### src/rtl/mem_req_demux_if.sv
// CPU request/response and two-target bus bundle for mem_req_demux.
// slave is the router's view; master is the CPU-plus-targets side.
interface mem_req_demux_if #(
    parameter int unsigned ADDR_W = 32,
    parameter int unsigned DATA_W = 32
);
    logic              req_valid;
    logic              req_we;
    logic [ADDR_W-1:0] req_addr;
    logic [DATA_W-1:0] req_wdata;
    logic              req_ready;
    logic              rsp_valid;
    logic [DATA_W-1:0] rsp_rdata;
    logic              rsp_err;
    logic              t0_valid;
    logic              t0_we;
    logic [ADDR_W-1:0] t0_addr;
    logic [DATA_W-1:0] t0_wdata;
    logic              t0_ack;
    logic [DATA_W-1:0] t0_rdata;
    logic              t1_valid;
    logic              t1_we;
    logic [ADDR_W-1:0] t1_addr;
    logic [DATA_W-1:0] t1_wdata;
    logic              t1_ack;
    logic [DATA_W-1:0] t1_rdata;

    modport slave (
        input  req_valid, req_we, req_addr, req_wdata,
        output req_ready, rsp_valid, rsp_rdata, rsp_err,
        output t0_valid, t0_we, t0_addr, t0_wdata,
        input  t0_ack, t0_rdata,
        output t1_valid, t1_we, t1_addr, t1_wdata,
        input  t1_ack, t1_rdata
    );

    modport master (
        output req_valid, req_we, req_addr, req_wdata,
        input  req_ready, rsp_valid, rsp_rdata, rsp_err,
        input  t0_valid, t0_we, t0_addr, t0_wdata,
        output t0_ack, t0_rdata,
        input  t1_valid, t1_we, t1_addr, t1_wdata,
        output t1_ack, t1_rdata
    );
endinterface

### src/rtl/mem_req_demux.sv
// Registered 1-to-2 request router: data RAM (target 0) / MMIO (target 1),
// one outstanding request, single-cycle response, BUSY timeout.
module mem_req_demux #(
    parameter int unsigned       ADDR_W     = 32,
    parameter int unsigned       DATA_W     = 32,
    parameter logic [ADDR_W-1:0] SPLIT_BASE = 'h8000,
    parameter int unsigned       TIMEOUT    = 16
) (
    input  logic            clk,
    input  logic            rst,
    mem_req_demux_if.slave  bus
);
    typedef enum logic [1:0] {IDLE, BUSY0, BUSY1, RESP} state_t;

    localparam logic [7:0] TO_LAST = 8'(TIMEOUT - 1);

    state_t            state_q, state_d;
    logic              we_q, we_d;
    logic [ADDR_W-1:0] addr_q, addr_d;
    logic [DATA_W-1:0] wdata_q, wdata_d;
    logic [7:0]        cnt_q, cnt_d;
    logic [DATA_W-1:0] rdata_q, rdata_d;
    logic              err_q, err_d;
    logic              t0_valid_q, t1_valid_q, rsp_valid_q, ready_q;
    logic              sel_ack;
    logic [DATA_W-1:0] sel_rdata;

    always_ff @(posedge clk or posedge rst) begin
        if (rst) begin
            state_q     <= IDLE;
            we_q        <= 1'b0;
            addr_q      <= '0;
            wdata_q     <= '0;
            cnt_q       <= '0;
            rdata_q     <= '0;
            err_q       <= 1'b0;
            t0_valid_q  <= 1'b0;
            t1_valid_q  <= 1'b0;
            rsp_valid_q <= 1'b0;
            ready_q     <= 1'b1;
        end else begin
            state_q     <= state_d;
            we_q        <= we_d;
            addr_q      <= addr_d;
            wdata_q     <= wdata_d;
            cnt_q       <= cnt_d;
            rdata_q     <= rdata_d;
            err_q       <= err_d;
            // Strobes are flopped from the next state so they leave the block glitch-free.
            t0_valid_q  <= (state_d == BUSY0);
            t1_valid_q  <= (state_d == BUSY1);
            rsp_valid_q <= (state_d == RESP);
            ready_q     <= (state_d == IDLE);
        end
    end

    always_comb begin
        state_d   = state_q;
        we_d      = we_q;
        addr_d    = addr_q;
        wdata_d   = wdata_q;
        cnt_d     = cnt_q;
        rdata_d   = rdata_q;
        err_d     = err_q;
        sel_ack   = (state_q == BUSY0) ? bus.t0_ack   : bus.t1_ack;
        sel_rdata = (state_q == BUSY0) ? bus.t0_rdata : bus.t1_rdata;
        case (state_q)
            IDLE: begin
                cnt_d = '0;
                if (bus.req_valid) begin
                    we_d    = bus.req_we;
                    addr_d  = bus.req_addr;
                    wdata_d = bus.req_wdata;
                    state_d = (bus.req_addr >= SPLIT_BASE) ? BUSY1 : BUSY0;
                end
            end
            BUSY0, BUSY1: begin
                // An ack on the last allowed cycle beats the timeout.
                if (sel_ack) begin
                    rdata_d = we_q ? '0 : sel_rdata;
                    err_d   = 1'b0;
                    state_d = RESP;
                end else if (cnt_q == TO_LAST) begin
                    rdata_d = '0;
                    err_d   = 1'b1;
                    state_d = RESP;
                end else begin
                    cnt_d = cnt_q + 8'd1;
                end
            end
            RESP:    state_d = IDLE;
            default: state_d = IDLE;
        endcase
    end

    assign bus.req_ready = ready_q;
    assign bus.rsp_valid = rsp_valid_q;
    assign bus.rsp_rdata = rdata_q;
    assign bus.rsp_err   = err_q;
    assign bus.t0_valid  = t0_valid_q;
    assign bus.t0_we     = we_q;
    assign bus.t0_addr   = addr_q;
    assign bus.t0_wdata  = wdata_q;
    assign bus.t1_valid  = t1_valid_q;
    assign bus.t1_we     = we_q;
    assign bus.t1_addr   = addr_q;
    assign bus.t1_wdata  = wdata_q;
endmodule

### src/flat_wrapper.sv
// flat-port wrapper written by rule: the top's interface ports become plain ports
module mem_req_demux_flat 
#(
    parameter int unsigned       ADDR_W     = 32,
    parameter int unsigned       DATA_W     = 32,
    parameter logic [ADDR_W-1:0] SPLIT_BASE = 'h8000,
    parameter int unsigned       TIMEOUT    = 16
)
  (clk, rst, bus_req_valid, bus_req_we, bus_req_addr, bus_req_wdata, bus_req_ready, bus_rsp_valid, bus_rsp_rdata, bus_rsp_err, bus_t0_valid, bus_t0_we, bus_t0_addr, bus_t0_wdata, bus_t0_ack, bus_t0_rdata, bus_t1_valid, bus_t1_we, bus_t1_addr, bus_t1_wdata, bus_t1_ack, bus_t1_rdata);
  mem_req_demux_if #(.ADDR_W(ADDR_W), .DATA_W(DATA_W)) bus_i ();
  input  logic clk;
  input  logic rst;
  input wire logic [$bits(bus_i.req_valid)-1:0] bus_req_valid;
  input wire logic [$bits(bus_i.req_we)-1:0] bus_req_we;
  input wire logic [$bits(bus_i.req_addr)-1:0] bus_req_addr;
  input wire logic [$bits(bus_i.req_wdata)-1:0] bus_req_wdata;
  output wire logic [$bits(bus_i.req_ready)-1:0] bus_req_ready;
  output wire logic [$bits(bus_i.rsp_valid)-1:0] bus_rsp_valid;
  output wire logic [$bits(bus_i.rsp_rdata)-1:0] bus_rsp_rdata;
  output wire logic [$bits(bus_i.rsp_err)-1:0] bus_rsp_err;
  output wire logic [$bits(bus_i.t0_valid)-1:0] bus_t0_valid;
  output wire logic [$bits(bus_i.t0_we)-1:0] bus_t0_we;
  output wire logic [$bits(bus_i.t0_addr)-1:0] bus_t0_addr;
  output wire logic [$bits(bus_i.t0_wdata)-1:0] bus_t0_wdata;
  input wire logic [$bits(bus_i.t0_ack)-1:0] bus_t0_ack;
  input wire logic [$bits(bus_i.t0_rdata)-1:0] bus_t0_rdata;
  output wire logic [$bits(bus_i.t1_valid)-1:0] bus_t1_valid;
  output wire logic [$bits(bus_i.t1_we)-1:0] bus_t1_we;
  output wire logic [$bits(bus_i.t1_addr)-1:0] bus_t1_addr;
  output wire logic [$bits(bus_i.t1_wdata)-1:0] bus_t1_wdata;
  input wire logic [$bits(bus_i.t1_ack)-1:0] bus_t1_ack;
  input wire logic [$bits(bus_i.t1_rdata)-1:0] bus_t1_rdata;
  assign bus_i.req_valid = bus_req_valid;
  assign bus_i.req_we = bus_req_we;
  assign bus_i.req_addr = bus_req_addr;
  assign bus_i.req_wdata = bus_req_wdata;
  assign bus_req_ready = bus_i.req_ready;
  assign bus_rsp_valid = bus_i.rsp_valid;
  assign bus_rsp_rdata = bus_i.rsp_rdata;
  assign bus_rsp_err = bus_i.rsp_err;
  assign bus_t0_valid = bus_i.t0_valid;
  assign bus_t0_we = bus_i.t0_we;
  assign bus_t0_addr = bus_i.t0_addr;
  assign bus_t0_wdata = bus_i.t0_wdata;
  assign bus_i.t0_ack = bus_t0_ack;
  assign bus_i.t0_rdata = bus_t0_rdata;
  assign bus_t1_valid = bus_i.t1_valid;
  assign bus_t1_we = bus_i.t1_we;
  assign bus_t1_addr = bus_i.t1_addr;
  assign bus_t1_wdata = bus_i.t1_wdata;
  assign bus_i.t1_ack = bus_t1_ack;
  assign bus_i.t1_rdata = bus_t1_rdata;
  mem_req_demux #(.ADDR_W(ADDR_W), .DATA_W(DATA_W), .SPLIT_BASE(SPLIT_BASE), .TIMEOUT(TIMEOUT)) u_core (.clk(clk), .rst(rst), .bus(bus_i));
endmodule
### config.mk
export PLATFORM = sky130hd
export DESIGN_NAME = mem_req_demux_flat
export DESIGN_NICKNAME = d
export VERILOG_FILES = /design/src/rtl/mem_req_demux_if.sv /design/src/rtl/mem_req_demux.sv /design/src/flat_wrapper.sv
export SDC_FILE = /design/constraint.sdc
export NUM_CORES = 1
export LEC_CHECK = 0
export CAP_MARGIN = 20
export CORE_ASPECT_RATIO = 1.25
export CORE_MARGIN = 3
export CORE_UTILIZATION = 35
export CTS_CLUSTER_DIAMETER = 40
export CTS_CLUSTER_SIZE = 12
export DETAILED_ROUTE_END_ITERATION = 7
export PLACE_DENSITY_LB_ADDON = 0.2
export SLEW_MARGIN = 10
export SYNTH_ARGS = -nofsm -noshare
export SYNTH_HDL_FRONTEND = slang
export SYNTH_SLANG_ARGS = --single-unit
### constraint.sdc
create_clock -name clk -period 4.1 [get_ports clk]
set_input_delay 1.23 -clock clk [delete_from_list [all_inputs] [get_ports clk]]
set_output_delay 1.23 -clock clk [all_outputs]
set_load 0.01 [all_outputs]
# Yosys cells after proc, flatten, opt, wreduce, memory -nomap -nowiden
# Cells that the tools add are included.
# op_classes
n_addsub	1
order_cmp	1
eq_ne	9
n_mux	15
reduce_logical	8
# op_table
op	count
32-bit 2-to-1 mux	4
32-bit by 16-bit greater-or-equal comparator with 1-bit output (second input constant)	1
8-bit 2-to-1 mux	2
8-bit one-hot mux with 2 select lines	1
8-bit by 1-bit adder with 8-bit output (second input constant)	1
2-bit equality test (second input constant)	4
8-bit by 4-bit equality test with 1-bit output (second input constant)	1
2-bit 2-to-1 mux	4
2-bit one-hot mux with 3 select lines	1
2-bit by 1-bit equality test with 1-bit output (second input constant)	2
2-bit zero test	2
2-bit inequality test (second input constant)	2
2-bit AND reduction	2
2-bit nonzero test	2
1-bit 2-to-1 mux	3
3-bit AND reduction	1
2-bit OR reduction	1
# totals
ff_bits	112
inputBits	134
output_inout_bits	167

# Logic depth before layout (Yosys ltp)
# Gate-level depths: netlist of the first run.
# logic_depth
word_depth	5
ltp_mapped	8
mapped_depth_nobuf	6

# Worst setup path after synthesis of the first run
# Ideal clock, no wire load.
# synth_timing
path_kind	input-to-reg
from	input bus_req_addr[20]
to	register u_core.t1_valid_q, in the netlist u_core.bus.t1_valid
setup_ns	0.146
arrival_ns	2.388
path_slack_ns	1.566
cell_stages	4
n_path_buf	0
path_cell_list	or4b_2 > nor4_1 > and4_1 > a211oi_1
# synth_between
elab_chain_cells	5
# synth_rtl
element	line	text
start: declaration	flat_wrapper.sv:15	input wire logic [$bits(bus_i.req_addr)-1:0] bus_req_addr;
32-bit by 16-bit greater-or-equal comparator with 1-bit output	mem_req_demux.sv:74	state_d = (bus.req_addr >= SPLIT_BASE) ? BUSY1 : BUSY0;
2-bit 2-to-1 mux	mem_req_demux.sv:74	
2-bit 2-to-1 mux	mem_req_demux.sv:70	if (bus.req_valid) begin
2-bit one-hot mux with 3 select lines	mem_req_demux.sv:67	case (state_q)
2-bit equality test	mem_req_demux.sv:51	t1_valid_q <= (state_d == BUSY1);
end signal: assignment	mem_req_demux.sv:51	
end: declaration	mem_req_demux.sv:24	logic t0_valid_q, t1_valid_q, rsp_valid_q, ready_q;
# Every way passes these cells.
# A chain may end at the register's enable or synchronous reset.

# Worst setup path after layout of the first run
# layout_timing
from	input bus_req_valid
to	register u_core.t1_valid_q, in the netlist u_core.bus.t1_valid
# layout_between
elab_chain_cells	3
# layout_rtl
element	line	text
start: declaration	flat_wrapper.sv:13	input wire logic [$bits(bus_i.req_valid)-1:0] bus_req_valid;
2-bit 2-to-1 mux	mem_req_demux.sv:70	
2-bit one-hot mux with 3 select lines	mem_req_demux.sv:67	
2-bit equality test	mem_req_demux.sv:51	
# Every way passes these cells.

==> results of run 1 <==
==> kinds of logic after synthesis <==
logic type | after synthesis
adder cells (fa/ha/maj) | 5
multiplexers | 99
flip-flops | 112
AO/OA/AOI/OAI | 59
AND/OR/NAND/NOR | 69
buffers and inverters | 89
==> layout make-up <==
class / instances / share of cell area [%]
clock buffers: 10 / 2.887
clock inverters: 6 / 0.7860
inverters: 6 / 0.3174
multi-input cells: 232 / 22.26
flip-flops and latches: 112 / 33.87
well taps: 178 / 2.690
repair buffers: 305 / 37.18
==> cells in the final DEF (no fill, tap or decap), types with 3 or more instances in the layout <==
cell             instances
clkdlybuf4s50_1        300
inv_1                    5
or4_1                    4
a21o_1                   3
o21ai_0                 39
nand3_1                  4
a21oi_1                  4
nand2_1                 38
ha_1                     4
mux2i_1                 33
dfrtp_1                111
mux2_2                  65
nor4_1                   4
clkbuf_16                9
buf_12                   3
==> report_power, final <==
part	leakage, nW	total [mW]	switching, mW	internal [mW]
Sequential	1.38	1.95	0.355	1.60
Combinational	1.87	3.26	1.32	1.95
Clock	0.149	0.900	0.406	0.494
Total	3.39	6.11	2.08	4.04
==> registers in the layout, indices dropped and copies added, names as in the netlist <==
name,cells
u_core.bus.t0_wdata,32
u_core.bus.t0_valid,1
u_core.bus.t1_valid,1
u_core.bus.rsp_valid,1
u_core.bus.t0_addr,32
u_core.bus.rsp_rdata,32
u_core.state_q,2
u_core.bus.rsp_err,1
u_core.bus.req_ready,1
u_core.bus.t0_we,1
u_core.cnt_q,8
==> metrics by stage <==
| step | std cells | setup slack (ns) | utilization (%) |
|---|---|---|---|
| 6_report | 849 | 1.238 | 56.97 |
| 4_1_cts | 849 | 1.235 | 56.97 |
| 2_1_floorplan | 433 | 1.513 | - |
| 3_5_place_dp | 833 | 0.8586 | 54.88 |
| 3_3_place_gp | 833 | 0.9017 | 54.88 |
| 5_1_grt | 849 | 1.128 | 56.97 |
==> path summary, 6_finish.rpt <==
kind	to	from	cells after the start	slack [ns]
worst min-delay path	u_core.bus.rsp_rdata[4]$_DFFE_PP0P_	u_core.bus.rsp_rdata[4]$_DFFE_PP0P_	2	0.48
worst max register to register	u_core.bus.rsp_rdata[24]$_DFFE_PP0P_	u_core.state_q[0]$_DFF_PP0_	5	1.57
worst min register to register	u_core.bus.rsp_rdata[4]$_DFFE_PP0P_	u_core.bus.rsp_rdata[4]$_DFFE_PP0P_	2	0.48
max in group asynchronous	u_core.bus.rsp_rdata[13]$_DFFE_PP0P_	rst	3	2.00
min in group asynchronous	u_core.bus.rsp_rdata[6]$_DFFE_PP0P_	rst	2	1.42
worst max-delay path	u_core.bus.t1_valid$_DFF_PP0_	bus_req_valid	5	1.24
==> worst max-delay path, delay by kind of cell <==
kind,cells,cell delay [ns]
buffers and inverters,1,0.54
and+or+nand+nor,3,1.23
AOI/OAI and AO/OA,1,0.06
==> layer usage <==
layer | wire, µm | global-route usage (%) | vias to the layer above | share of wire (%)
li1 | - | - | 1901 | -
met1 | 5602 | 20.48 | 1936 | 37
met2 | 7905 | 31.86 | 212 | 52
met3 | 1432 | 5.892 | 12 | 9.5
met4 | 134 | 4.265 | 0 | 0.89
met5 | 0 | 0 | - | 0
==> impl_metrics.ini, run 1 <==
[route]
wl_per_cell_um = 17.76
drt_iter0_markers = 125
drt-total-wl_mm = 15.08
drt_pass1_iterations = 4
routed-via-count = 4061
drc = 0
detail-route-antenna-nets = 0
viasPerCell = 4.783

[sta]
skew_ns = 0.007771
hold_viol = 0
fin_setup_tns_ns = 0
rsz0062_at_grt = false
finalHoldWorstSlack_ns = 0.4775
worst_slew_pin_slew_ns = 0.9023
setup-violations-final = 0
post-route-period-util_pct = 69.81
fmax_mhz = 349.4
slew_headroom_pct = 39.85
drv_slew = 0
layout_min_cycle_time_ns = 2.862

[floorplanning]
die_h_um = 142.6
die-area_mm2 = 0.01644
start_util_pct = 35.97
chipWidth_um = 115.3
core_area_mm2 = 0.01453
rows = 49
io_pins = 301

[flow_run]
maxCapViolations = 0

[synth]
synth_commonest_cells = dfrtp_1 (111), buf_4 (65), mux2_2 (65), nand2_1 (39), o21ai_0 (39)
syn-instance-count = 433
synth-compound-area-share_pct = 6.584
synth_cell_types = 41
synth.most_common_cell = dfrtp_1
synth_enable_flop_cells = 0
syn_area_mm2 = 0.005226
synthArstFlopShare_pct = 100.0
synth_fa_ha_area_share_pct = 1.197
synth.net_count = 572
yosysTopAreaCellShare_pct = 53.15
synth_top_family_by_area = multiplexers
synth.avg_cell_area_um2 = 12.07
yosys.area_share.simple_pct = 6.679
synth-xor-area-share_pct = 0
yosys.area.top_type = dfrtp_1
ys_warn_count = 0
muxShareOfSynthArea_pct = 20.61
ys_seq_elements = 112
synth_flop_cell = dfrtp_1
synth_area_leaders = dfrtp_1 (53%), mux2_2 (14%), buf_4 (9.3%), mux2i_1 (6.3%), o21ai_0 (3.7%)
yosysSeqAreaShare_pct = 53.65

[min_path]
worstHoldPathType = reg -> reg

[cts]
ctsHoldBuffers = 0
numCtsBuffers = 9
htree_num_levels = 3
cts_setup_buffers = 0
cts_root_buf = clkbuf_16
post_cts_resized = 0
clk_latency_ns = 0.34
cts_tree = yes
clock_sinks = 112
path_clk_slew_ns = 0.07
max-clock-path-buffers = 2

[place]
placed_area_mm2 = 0.007974
port_buffers = 300
globalplace.congestion = 0.7778
hpwlAfterDp_mm = 12.07

[critical_path]
critPathKind = in -> reg
slowest_delay_ns = 0.61
end_kind = register
cp_max_fo = 4
crit_chain = clkdlybuf4s50_1 > or4b_2 > nor4_1 > and4_1 > a211oi_1
startpoint_type = primary input
arrival_ns = 3.06
cpMaxStageDelayCell = or4b_2
cp.required_ns = 4.30

[global_route]
antenna_found_initial = 0
grt_pass1_wl_mm = 22.82
grtUsageTotal_pct = 17.81
grt_pass1_vias = 4167
grt.overflow.total = 0
grt_max_degree = 46

[finish]
fin_area_mm2 = 0.008278
multi_input_area_mm2 = 0.001843
layout.nets = 805
syn_to_final_growth_pct = 58.39
drive_gt1_share_pct = 14.61
antenna_cells = 0
fill_cells = 1255
regArea_mm2 = 0.002804

[run_status]
status = completed

[power]
power_mw = 6.114
power.density_mw_per_mm2 = 738.6
power_leakage_nw = 3.393
ir_drop_uv = 242.6
Note: power is estimated with default switching activity, not from simulation.
==> run 2, diff against run 1 <==
==> constraint.sdc (replaced) <==
create_clock -name clk -period 2.32 [get_ports clk]
set_input_delay 0.696 -clock clk [delete_from_list [all_inputs] [get_ports clk]]
set_output_delay 0.696 -clock clk [all_outputs]
set_load 0.01 [all_outputs]
==> run 2 against run 1 <==
  * Utilization up 0.76 points
  * Design area increased by 1.3%
  * Register-to-register slack worse by 1.4 ns
  * Critical path depth up 1
  * Via count up 1.0%
  * Wire length decreased by 2.6%
  * Flip-flop and latch count is the same
  * Non-clock buffer count rose by 12
  * Global-route usage is 0.39 points lower
  * Largest cell class unchanged
==> impl_metrics.ini, run 2 (synthesis gave the netlist of run 1 again) <==
[route]
routed-wl-met3_mm = 1.445
met2_length_mm = 7.637
wl_per_cell_um = 17.03
drt-total-wl_mm = 14.68
met1_length_mm = 5.449
drc = 0
detail-route-antenna-nets = 0
routed-via-count = 4102
highest_layer = met4
drt_pass1_iterations = 4
viasPerCell = 4.759
drt_iter0_markers = 86

[cts]
htree_num_levels = 3
cts_root_buf = clkbuf_16
post_cts_resized = 2
cts_setup_buffers = 0
ctsHoldBuffers = 0
path_clk_slew_ns = 0.07
max-clock-path-buffers = 2
clk_latency_ns = 0.34
clock_sinks = 112
numCtsBuffers = 9
cts_tree = yes

[finish]
final_cells = 862
mostFrequentLayoutCell = clkdlybuf4s50_1
syn_to_final_growth_pct = 60.50
drive_gt1_share_pct = 16.11
mostFrequentLayoutCells = clkdlybuf4s50_1 (299), dfrtp_1 (111), mux2_2 (65), o21ai_0 (39), nand2_1 (38)
fill_cells = 1291
layout.nets = 817

[power]
ir_drop_uv = 536.6
power.density_mw_per_mm2 = 1299
power_mw = 10.90
power_leakage_nw = 3.454

[sta]
rsz0062_at_grt = false
drv_slew = 0
worst_slack_ns = 0.08081
layout_min_cycle_time_ns = 2.239
slew_headroom_pct = 64.65
hold_viol = 0
fmax_mhz = 446.6
fin_setup_tns_ns = 0
worst_slew_pin_slew_ns = 0.5229
skew_ns = 0.009057
post-route-period-util_pct = 96.52
setup-violations-final = 0

[flow_run]
maxCapViolations = 0

[global_route]
antenna_found_initial = 1
grt_pass1_wl_mm = 22.44
grt_max_degree = 82
grt.overflow.total = 0
grtUsageTotal_pct = 17.42
grt_pass1_vias = 4238

[place]
port_buffers = 300
dp_slack_ns = -0.4535
place_inst = 845
globalplace.congestion = 0.8162
hpwlAfterDp_mm = 11.83

[floorplanning]
die-area_mm2 = 0.01644
die_h_um = 142.6
rows = 49
core_area_mm2 = 0.01453
io_pins = 301
chipWidth_um = 115.3
start_util_pct = 35.97

[critical_path]
startpoint_type = primary input
arrival_ns = 2.52
setup.worst_path.end = u_core.bus.t0_valid$_DFF_PP0_
reg2reg_from = u_core.state_q[0]$_DFF_PP0_
worstReg2RegEnd = u_core.bus.rsp_rdata[27]$_DFFE_PP0P_
reg2reg_depth = 7
cp_max_fo = 3
end_kind = register
r2r_slack_ns = 0.19
critPathKind = in -> reg
cp-startpoint = bus_req_addr[20]
cp.required_ns = 2.60

[run_status]
status = completed

[min_path]
worstHoldPathType = reg -> reg
==> run 2: changes by cell type in the layout (fill, tap and decap cells not counted), sizes merged <==
cell / delta
inv: +1
diode: +1
clkinv: -1
clkdlybuf4s50: -1
buf: +12
dlygate4sd2: +1
==> run 2: layer usage <==
metal  global-route usage (%)  vias to the layer above
met5                        0                        -
met3                    6.316                        9
li1                         -                     1933
met2                    31.62                      196
met1                    19.45                     1964
met4                    3.770                        0
==> run 2: per-stage QoR <==
stage,utilization (%),instance area [µm²],hold slack (ns)
CTS,57.71,8386,0.4873
global route,57.71,8386,0.5146
global placement,55.58,8077,0.4629
detailed placement,55.58,8077,0.4704
floorplan,-,5230,0.4964
finish,57.73,8388,0.4824
==> run 2: where the power goes <==
| part | total [mW] | internal [mW] | switching [mW] |
|---|---|---|---|
| registers | 3.44 | 2.82 | 0.617 |
| clock network | 1.57 | 0.856 | 0.711 |
| logic | 5.89 | 3.54 | 2.35 |
| total | 10.9 | 7.22 | 3.68 |
==> run 2: how the worst min path moves through the flow <==
stage	from	end	slack, ns	cells after the start
after floorplan	u_core.cnt_q[2]$_DFFE_PP0P_	u_core.cnt_q[2]$_DFFE_PP0P_	0.50	1
after global placement	u_core.bus.rsp_rdata[11]$_DFFE_PP0P_	u_core.bus.rsp_rdata[11]$_DFFE_PP0P_	0.46	2
after detailed placement	u_core.bus.rsp_rdata[30]$_DFFE_PP0P_	u_core.bus.rsp_rdata[30]$_DFFE_PP0P_	0.47	2
after CTS	u_core.bus.rsp_rdata[30]$_DFFE_PP0P_	u_core.bus.rsp_rdata[30]$_DFFE_PP0P_	0.49	2
after global routing	u_core.bus.rsp_rdata[0]$_DFFE_PP0P_	u_core.bus.rsp_rdata[0]$_DFFE_PP0P_	0.51	2
final	u_core.bus.rsp_rdata[31]$_DFFE_PP0P_	u_core.bus.rsp_rdata[31]$_DFFE_PP0P_	0.48	2
==> run 2: area by class of cell <==
type / instances / area [µm²] / area share [%]
antenna: 1 / 2.502 / 0.02983
multi-input combinational: 232 / 1849 / 22.05
clock buffer: 10 / 229.0 / 2.730
inverter: 6 / 26.28 / 0.3132
sequential: 112 / 2804 / 33.43
tap: 178 / 222.7 / 2.655
clock inverter: 6 / 75.07 / 0.8950
timing repair buffer: 317 / 3179 / 37.90
==> run 2: worst max-delay path: stages <==
cell             delay [ns]
clkdlybuf4s50_1        0.41
or4b_2                 0.69
nor4_2                 0.19
buf_4                  0.16
and4_1                 0.23
o21a_1                 0.13
